File: src/rtl/systolic_result_drain_if.sv
`default_nettype none
// ============================================================================
//  Module      : systolic_result_drain_if
//  Description : Valid/ready result stream from the row drain to the
//                write-back path (one result word per beat).
//  Revision    : 1.0 - initial release
// ============================================================================
interface systolic_result_drain_if #(
  parameter int WIDTH = 16,
  parameter int IDX_W = 2
);
  logic             out_valid;
  logic             out_ready;
  logic [WIDTH-1:0] out_data;
  logic [IDX_W-1:0] out_idx;
  logic             out_last;

  // Drain side: produces the beat, observes downstream acceptance
  modport master (
    output out_valid,
    output out_data,
    output out_idx,
    output out_last,
    input  out_ready
  );

  // Write-back side: consumes the beat, drives acceptance
  modport slave (
    input  out_valid,
    input  out_data,
    input  out_idx,
    input  out_last,
    output out_ready
  );
endinterface
`default_nettype wire

File: src/rtl/systolic_result_drain.sv
`default_nettype none
// ============================================================================
//  Module      : systolic_result_drain
//  Description : After the PE row's done flag, waits for the accumulate
//                pipelines to settle, snapshots every PE result and streams
//                the words out one per beat on a valid/ready interface.
//  Revision    : 1.0 - initial release
// ============================================================================
module systolic_result_drain #(
  parameter int WIDTH         = 16,
  parameter int NUM_PE        = 4,
  parameter int SETTLE_CYCLES = 6,
  parameter int IDX_W         = 2
) (
  input  wire logic                    clk,
  input  wire logic                    rst_n,
  input  wire logic                    in_done_flag,
  input  wire logic [NUM_PE*WIDTH-1:0] in_c,
  systolic_result_drain_if.master      out_bus,
  output logic                         capture_pulse,
  output logic                         busy,
  output logic                         overrun
);

  localparam int                 c_CNT_W    = (SETTLE_CYCLES > 1) ? $clog2(SETTLE_CYCLES) : 1;
  localparam logic [c_CNT_W-1:0] c_CNT_LOAD = c_CNT_W'(SETTLE_CYCLES - 1);
  localparam logic [IDX_W-1:0]   c_LAST_IDX = IDX_W'(NUM_PE - 1);

  typedef enum logic [1:0] {
    S_IDLE   = 2'd0,
    S_SETTLE = 2'd1,
    S_STREAM = 2'd2
  } state_t;

  state_t             r_state;
  state_t             w_state_nxt;
  logic [c_CNT_W-1:0] r_cnt;
  logic [c_CNT_W-1:0] w_cnt_nxt;
  logic [IDX_W-1:0]   r_idx;
  logic [IDX_W-1:0]   w_idx_nxt;
  logic               r_capture;
  logic               w_capture_nxt;
  logic               r_overrun;
  logic               w_overrun_nxt;
  logic               r_busy;
  logic               w_snap;
  logic               w_streaming;
  logic               w_at_last;
  logic [WIDTH-1:0]   r_buf [NUM_PE];

  assign w_streaming = (r_state == S_STREAM);
  assign w_at_last   = (r_idx == c_LAST_IDX);

  // Next-state, counter, index and pulse decode from registered state
  always_comb begin
    w_state_nxt   = r_state;
    w_cnt_nxt     = r_cnt;
    w_idx_nxt     = r_idx;
    w_capture_nxt = 1'b0;
    w_overrun_nxt = 1'b0;
    w_snap        = 1'b0;
    case (r_state)
      S_IDLE: begin
        if (in_done_flag) begin
          w_state_nxt = S_SETTLE;
          w_cnt_nxt   = c_CNT_LOAD;
        end
      end
      S_SETTLE: begin
        // A done flag while a burst is in flight is reported, never queued
        w_overrun_nxt = in_done_flag;
        if (r_cnt != '0) begin
          w_cnt_nxt = r_cnt - 1'b1;
        end else begin
          w_snap        = 1'b1;
          w_idx_nxt     = '0;
          w_capture_nxt = 1'b1;
          w_state_nxt   = S_STREAM;
        end
      end
      S_STREAM: begin
        w_overrun_nxt = in_done_flag;
        if (out_bus.out_ready) begin
          if (w_at_last) begin
            w_state_nxt = S_IDLE;
            w_idx_nxt   = '0;
          end else begin
            w_idx_nxt = r_idx + 1'b1;
          end
        end
      end
      default: begin
        w_state_nxt = S_IDLE;
        w_idx_nxt   = '0;
        w_cnt_nxt   = '0;
      end
    endcase
  end

  // State register plus control counters and one-cycle status pulses
  always_ff @(posedge clk) begin
    if (!rst_n) begin
      r_state   <= S_IDLE;
      r_cnt     <= '0;
      r_idx     <= '0;
      r_capture <= 1'b0;
      r_overrun <= 1'b0;
      r_busy    <= 1'b0;
    end else begin
      r_state   <= w_state_nxt;
      r_cnt     <= w_cnt_nxt;
      r_idx     <= w_idx_nxt;
      r_capture <= w_capture_nxt;
      r_overrun <= w_overrun_nxt;
      r_busy    <= (w_state_nxt != S_IDLE);
    end
  end

  generate
    for (genvar k = 0; k < NUM_PE; k++) begin : g_buf
      // Snapshot PE k's result once the pipelines have settled
      always_ff @(posedge clk) begin
        if (!rst_n) begin
          r_buf[k] <= '0;
        end else if (w_snap) begin
          r_buf[k] <= in_c[k*WIDTH +: WIDTH];
        end
      end
    end
  endgenerate

  // Stream outputs are decoded from registered state only; idle beats read as zero
  assign out_bus.out_valid = w_streaming;
  assign out_bus.out_data  = w_streaming ? r_buf[r_idx] : '0;
  assign out_bus.out_idx   = r_idx;
  assign out_bus.out_last  = w_streaming && w_at_last;
  assign capture_pulse     = r_capture;
  assign busy              = r_busy;
  assign overrun           = r_overrun;

endmodule
`default_nettype wire

File: src/flat_wrapper.sv
// flat-port wrapper written by rule: the top's interface ports become plain ports
module systolic_result_drain_flat 
#(
  parameter int WIDTH         = 16,
  parameter int NUM_PE        = 4,
  parameter int SETTLE_CYCLES = 6,
  parameter int IDX_W         = 2
)
  (clk, rst_n, in_done_flag, in_c, capture_pulse, busy, overrun, out_bus_out_valid, out_bus_out_data, out_bus_out_idx, out_bus_out_last, out_bus_out_ready);
  systolic_result_drain_if #(.WIDTH(WIDTH), .IDX_W(IDX_W)) out_bus_i ();
  input  wire logic clk;
  input  wire logic rst_n;
  input  wire logic in_done_flag;
  input  wire logic [NUM_PE*WIDTH-1:0] in_c;
  output logic capture_pulse;
  output logic busy;
  output logic overrun;
  output wire logic [$bits(out_bus_i.out_valid)-1:0] out_bus_out_valid;
  output wire logic [$bits(out_bus_i.out_data)-1:0] out_bus_out_data;
  output wire logic [$bits(out_bus_i.out_idx)-1:0] out_bus_out_idx;
  output wire logic [$bits(out_bus_i.out_last)-1:0] out_bus_out_last;
  input wire logic [$bits(out_bus_i.out_ready)-1:0] out_bus_out_ready;
  assign out_bus_out_valid = out_bus_i.out_valid;
  assign out_bus_out_data = out_bus_i.out_data;
  assign out_bus_out_idx = out_bus_i.out_idx;
  assign out_bus_out_last = out_bus_i.out_last;
  assign out_bus_i.out_ready = out_bus_out_ready;
  systolic_result_drain #(.WIDTH(WIDTH), .NUM_PE(NUM_PE), .SETTLE_CYCLES(SETTLE_CYCLES), .IDX_W(IDX_W)) u_core (.clk(clk), .rst_n(rst_n), .in_done_flag(in_done_flag), .in_c(in_c), .out_bus(out_bus_i), .capture_pulse(capture_pulse), .busy(busy), .overrun(overrun));
endmodule
File: config.mk
export PLATFORM = sky130hd
export DESIGN_NAME = systolic_result_drain_flat
export DESIGN_NICKNAME = d
export VERILOG_FILES = /design/src/rtl/systolic_result_drain_if.sv /design/src/rtl/systolic_result_drain.sv /design/src/flat_wrapper.sv
export SDC_FILE = /design/constraint.sdc
export NUM_CORES = 1
export LEC_CHECK = 0
export CAP_MARGIN = 20
export CELL_PAD_IN_SITES_DETAIL_PLACEMENT = 1
export CELL_PAD_IN_SITES_GLOBAL_PLACEMENT = 1
export CORE_AREA = 2 2 84 127
export CTS_CLUSTER_DIAMETER = 50
export DETAILED_ROUTE_END_ITERATION = 10
export DIE_AREA = 0 0 86 129
export GPL_TIMING_DRIVEN = 0
export PLACE_DENSITY = 0.75
export SLEW_MARGIN = 20
export SYNTH_ARGS = -nofsm -noshare
export SYNTH_HDL_FRONTEND = slang
export SYNTH_SLANG_ARGS = --single-unit
File: constraint.sdc
create_clock -name clk -period 3.15 [get_ports clk]
set_input_delay 0.63 -clock clk [delete_from_list [all_inputs] [get_ports clk]]
set_output_delay 0.63 -clock clk [all_outputs]
set_load 0.02 [all_outputs]
# --- Yosys cells after proc, flatten, opt, wreduce, memory -nomap -nowiden ---
# Memory sizes are Yosys's and may differ from the RTL's. A register that Yosys moved wholly into a read port is not among the register bits.
# Index checks and enable logic that the tools add are counted.
op_classes:
  n_bitwise: 6
  n_mux: 25
  n_addsub: 2
  n_reduce_logical: 8
  eq_ne: 7
op_table:
  columns: ["cell", "count"]
  rows:
  - ["$mux 16", 5]
  - ["$mux 2", 9]
  - ["$pmux 2 s3", 2]
  - ["$pmux 3 s3", 1]
  - ["$mux 1", 6]
  - ["$mux 3", 2]
  - ["$ne 2x2->1 const B", 3]
  - ["$reduce_and 3->1", 2]
  - ["$eq 2x2->1 const B", 2]
  - ["$or 1x1->1", 4]
  - ["$reduce_bool 3->1", 1]
  - ["$sub 3x1->3 const B", 1]
  - ["$add 2x1->2 const B", 1]
  - ["$eq 2x1->1 const B", 1]
  - ["$logic_not 2->1", 1]
  - ["$ne 2x1->1 const B", 1]
  - ["$not 1->1", 2]
  - ["$reduce_and 2->1", 1]
  - ["$reduce_bool 2->1", 1]
  - ["$reduce_or 2->1", 1]
  - ["$logic_and 1x1->1", 1]
word_totals:
  out_inout_bits: 23
  wordCells: 55
  input_bits: 68
  n_memories: 1
  ff_bits: 10
  ram_bits: 64
memory_table:
  columns: ["memory", "words", "word_bits", "rd", "rd_clocked_by_memory_dff", "wr", "line", "text"]
  rows:
  - ["u_core.r_buf", 4, 16, 1, 1, 4, "systolic_result_drain.sv:49", "logic [WIDTH-1:0] r_buf [NUM_PE];"]

# --- Logic depth before layout (Yosys ltp) ---
depth:
  depth_word: 7
  mapped_depth: 6
  ltp_nobuf: 6

# --- Least setup slack after synthesis ---
# OpenSTA, ideal clock, no wires.
synth_path:
  path_type: "flip-flop to flip-flop"
  start: "register u_core.r_state[1]"
  end: "memory u_core.r_buf[0][0], enable pin"
  setup_slack_ns: 0.092
  setup_time_ns: 0.432
  stages_incl_launch_ff: 6
  n_path_buf: 1
  required_time_ns: 2.718
  arrival_ns: 2.626
  path_cell_list: "dfxtp_1 > inv_1 > ha_1 > and3b_2 > buf_6 > nand2b_1"
synth_lines:
  columns: ["item", "line", "text"]
  rows:
  - ["start, declared", "systolic_result_drain.sv:35", "state_t r_state;"]
  - ["start signal, assigned", "systolic_result_drain.sv:110", "r_state <= w_state_nxt;"]
  - ["end, declared", "systolic_result_drain.sv:49", null]

# --- Final worst setup path ---
layout_path:
  start: "register u_core.r_state[1]"
  end: "output port out_bus_out_data[6]"
layout_via:
  elab_chain_cells: 2
layout_lines:
  columns: ["item", "line", "text"]
  rows:
  - ["$eq 2x2->1", "systolic_result_drain.sv:51", "assign w_streaming = (r_state == S_STREAM);"]
  - ["$mux 16", "systolic_result_drain.sv:134", "assign out_bus.out_data = w_streaming ? r_buf[r_idx] : '0;"]
  - ["end, declared", "flat_wrapper.sv:19", "output wire logic [$bits(out_bus_i.out_data)-1:0] out_bus_out_data;"]
# No other way between the ends.

==> run summary <==
The flow ran to the end, and the final reports show no timing, DRC or antenna violations. The final routed DRC violation total is 0. For the worst setup path, the data arrival time is 2.34 ns. The width of the die came out at 86 um. The clock latency at the later pin of the worst-skew pair is 0.33 ns.

The global routing usage summed across all routing layers came out at 17.7%. The total number of yosys warnings came out at 0. The count of endpoints failing hold in the final timing report is 0.

The antenna violation net count after detailed routing is 0. The maximum clock frequency is 337 MHz. Entering global routing, the biggest net connects 37 pins. Synthesis produced 240 cells.

The cell row count is 45. The count of buffers inserted at the top-level ports came out at 90. Relative to the synthesized area, the layout overhead comes to 39.5%. The clock input transition at the sequential cells of the worst setup and hold paths is 0.06 ns.

The number of antenna violations at the first check in global routing is 0. The floorplan step defined a core boundary enclosing 9970 um2. A synthesized cell averages 14.7 um2.

The kind of end point of the critical path is a primary output. The count of endpoints failing setup in the final report is 0. The setup path with the least slack is of type flip-flop to primary output. The iteration count of the initial detailed-routing pass is 4. The number of violations of the max-capacitance limit is 0.

The sequential-to-total area share from yosys stat came out at 61.3%. The summed instance area of the synthesized netlist came out at 3530 um2. The routed wire length came out at 9.47 mm.

The residual overflow from global routing is 0. The internal reg-to-reg setup slack came out at 0.94 ns. The total number of clock tree sinks came out at 76.

The level count of the clock H-tree is 3. Once the floorplan was initialized, standard cells occupied 35.4% of the core. The routed wire length per instance is 20.4 um. The die extent in y came out at 129 um.

Routability-driven placement finished with a final weighted congestion of 0.742. Cells fill 49.4% of the core in the end. The die covers 11100 um2. The maximum net fanout on the critical path came out at 10.

The post-route clock skew came out at 0.00446 ns. The number of buffers created by CTS is 9. Of the cells placed in the final design, the portion with a size suffix greater than 1 is 12.4%. The worst slew margin relative to its limit came out at 58.7%. The wire length of the first global-routing pass came out at 14.3 mm. The total power density per cell area is 533 nW/um2. The wire-length estimate of the detail-placed layout is 6.83 mm.

STA puts the critical path data required time at 2.52 ns. The filler cell count in the final layout came out at 1015. Counting every net in the synthesized netlist gives 315. The final critical path time including I/O delays and setup came out at 2.97 ns.

After the first detailed-routing iteration, the DRC count stood at 138. Setup repair after global routing left no endpoint under its margin. In this run, post-CTS hold repair placed 0 buffers.

The tightest min-delay check is of the flip-flop to flip-flop type. At the pin with the least slew margin, the transition time is 0.620 ns. In this run, synthesis produced a sequential element count of 76. The maximum count of clock buffers along a single path is 2.

Summed over all cells, the static leakage comes to 2.05 nW. The peak supply drop is 0.000331 V. The post-layout net count is 417. The total count of max-transition violations in the final report came out at 0. The number of global-route vias before repair is 2668. The clock tree from TritonCTS is built.

91 I/O pins were placed. The share of the clock period used by the worst path is 94.1%. In this run the clock root is driven by a sky130_fd_sc_hd__clkbuf_16.

The total number of vias is 2439. In the routed layout, each cell is associated on average with a via count of 5.26. The count of distinct cell types in the synthesized netlist came out at 35. The completed layout was analyzed and its total power is 0.00262 W. STA classifies the critical path startpoint as a flip-flop.

The antenna diode count came out at 0.
## synthesized netlist by cell type (all sizes together)
master / count / area share (%)
nor4: 1 / 0.35
a211oi: 1 / 0.21
o21ai: 1 / 0.14
nand2b: 4 / 0.71
mux4: 16 / 11
nand3b: 1 / 0.21
ha: 7 / 2.5
nand2: 1 / 0.11
nor2b: 2 / 0.57
or2: 1 / 0.18
o31ai: 1 / 0.21
clkbuf: 15 / 1.7
buf: 5 / 1.5
a221oi: 2 / 0.99
inv: 6 / 0.64
nand3: 1 / 0.14
mux2i: 1 / 0.28
dfxtp: 12 / 6.8
and3b: 2 / 0.53
a2111oi: 1 / 0.43
nor2: 5 / 0.53
and3: 65 / 12
and2: 18 / 3.2
nor3: 2 / 0.43
edfxtp: 64 / 54
o21a: 1 / 0.21
a21oi: 4 / 0.57
## per-layer routing
metal  global-route usage [%]  vias up  wire length (um)
met5                        0        -                 0
li1                         -     1124                 -
met3                     2.82       15               426
met2                     32.8       90              5310
met1                     19.6     1210              3520
met4                     7.94        0               210
## layout make-up
type / instances / area (um2) / area share, %
flip-flops and latches: 76 / 2160 / 43.9
inverters: 6 / 22.5 / 0.457
plain buffers: 20 / 115 / 2.34
repair buffers: 91 / 921 / 18.7
multi-input cells: 138 / 1240 / 25.1
well taps: 117 / 146 / 2.97
clock buffers: 14 / 307 / 6.23
clock inverters: 2 / 12.5 / 0.254
## critical path, stage by stage, from the launching register on
cell and delay [ns]:
sky130_fd_sc_hd__dfxtp_1 0.41, sky130_fd_sc_hd__ha_1 0.40, sky130_fd_sc_hd__clkbuf_1 0.37, sky130_fd_sc_hd__and2_1 0.22, sky130_fd_sc_hd__clkdlybuf4s50_1 0.61
## kinds of logic after synthesis
logic type,count (synthesis),synth area share [%]
simple gates,103,18.5
fa+ha+maj,7,2.48
compound gates,11,2.77
buf+inv,26,3.87
mux,17,11.1
flops,76,61.3
## cell usage in the layout (no fill, tap or decap), types with 2 or more instances in the layout
cell type	n
sky130_fd_sc_hd__buf_6	2
sky130_fd_sc_hd__clkbuf_16	11
sky130_fd_sc_hd__edfxtp_1	64
sky130_fd_sc_hd__ha_1	7
sky130_fd_sc_hd__and3_1	65
sky130_fd_sc_hd__nand2b_1	3
sky130_fd_sc_hd__clkbuf_1	11
sky130_fd_sc_hd__mux4_1	6
sky130_fd_sc_hd__nor2_1	5
sky130_fd_sc_hd__dfxtp_1	12
sky130_fd_sc_hd__clkbuf_8	2
sky130_fd_sc_hd__inv_1	6
sky130_fd_sc_hd__a21oi_1	4
sky130_fd_sc_hd__and2_1	18
sky130_fd_sc_hd__mux4_2	10
sky130_fd_sc_hd__buf_12	2
sky130_fd_sc_hd__clkbuf_2	5
sky130_fd_sc_hd__clkdlybuf4s50_1	90
sky130_fd_sc_hd__buf_2	2
## registers in the layout, summed over array words and instances (netlist names), named ones only
register,count
u_core.r_buf,64
u_core.r_cnt,3
u_core.out_bus.out_idx,2
u_core.r_state,2
u_core.busy,1
u_core.capture_pulse,1
u_core.overrun,1
## final timing paths
| kind | start | end | cells past startpoint |
|---|---|---|---|
| worst max-delay path | u_core.r_state[1] | out_bus_out_data[6] | 4 |
| worst min-delay path | u_core.out_bus.out_idx[1] | u_core.out_bus.out_idx[1] | 2 |
| worst max register to register | u_core.r_state[1] | u_core.r_buf[0][9] | 6 |
| worst min register to register | u_core.out_bus.out_idx[1] | u_core.out_bus.out_idx[1] | 2 |
## report_power, final
part / switching, W / leakage, nW / internal [W] / total, W
clock network: 0.000381 / 0.155 / 0.000671 / 0.00105
registers: 0.0000286 / 0.768 / 0.00120 / 0.00123
logic: 0.000171 / 1.13 / 0.000174 / 0.000345
total: 0.000581 / 2.05 / 0.00204 / 0.00262
## per-stage QoR
stage	area (um2)	hold slack (ns)	worst slack (ns)	TNS [ns]	cells
floorplan	3530	0.460	0.0919	0	240
global placement	4580	0.489	-0.781	-49.90	447
detailed placement	4600	0.516	0.438	0	448
CTS	4920	0.526	0.0812	0	464
global route	4920	0.546	0.0119	0	464
finish	4920	0.519	0.185	0	464
## repair_timing
item | 4_1_cts | 5_1_grt
resized for setup | 0 | 2
endpoints found under the setup margin | 0 | 1
buffers inserted | 0 | 0
(Power assumes the default switching activity.)
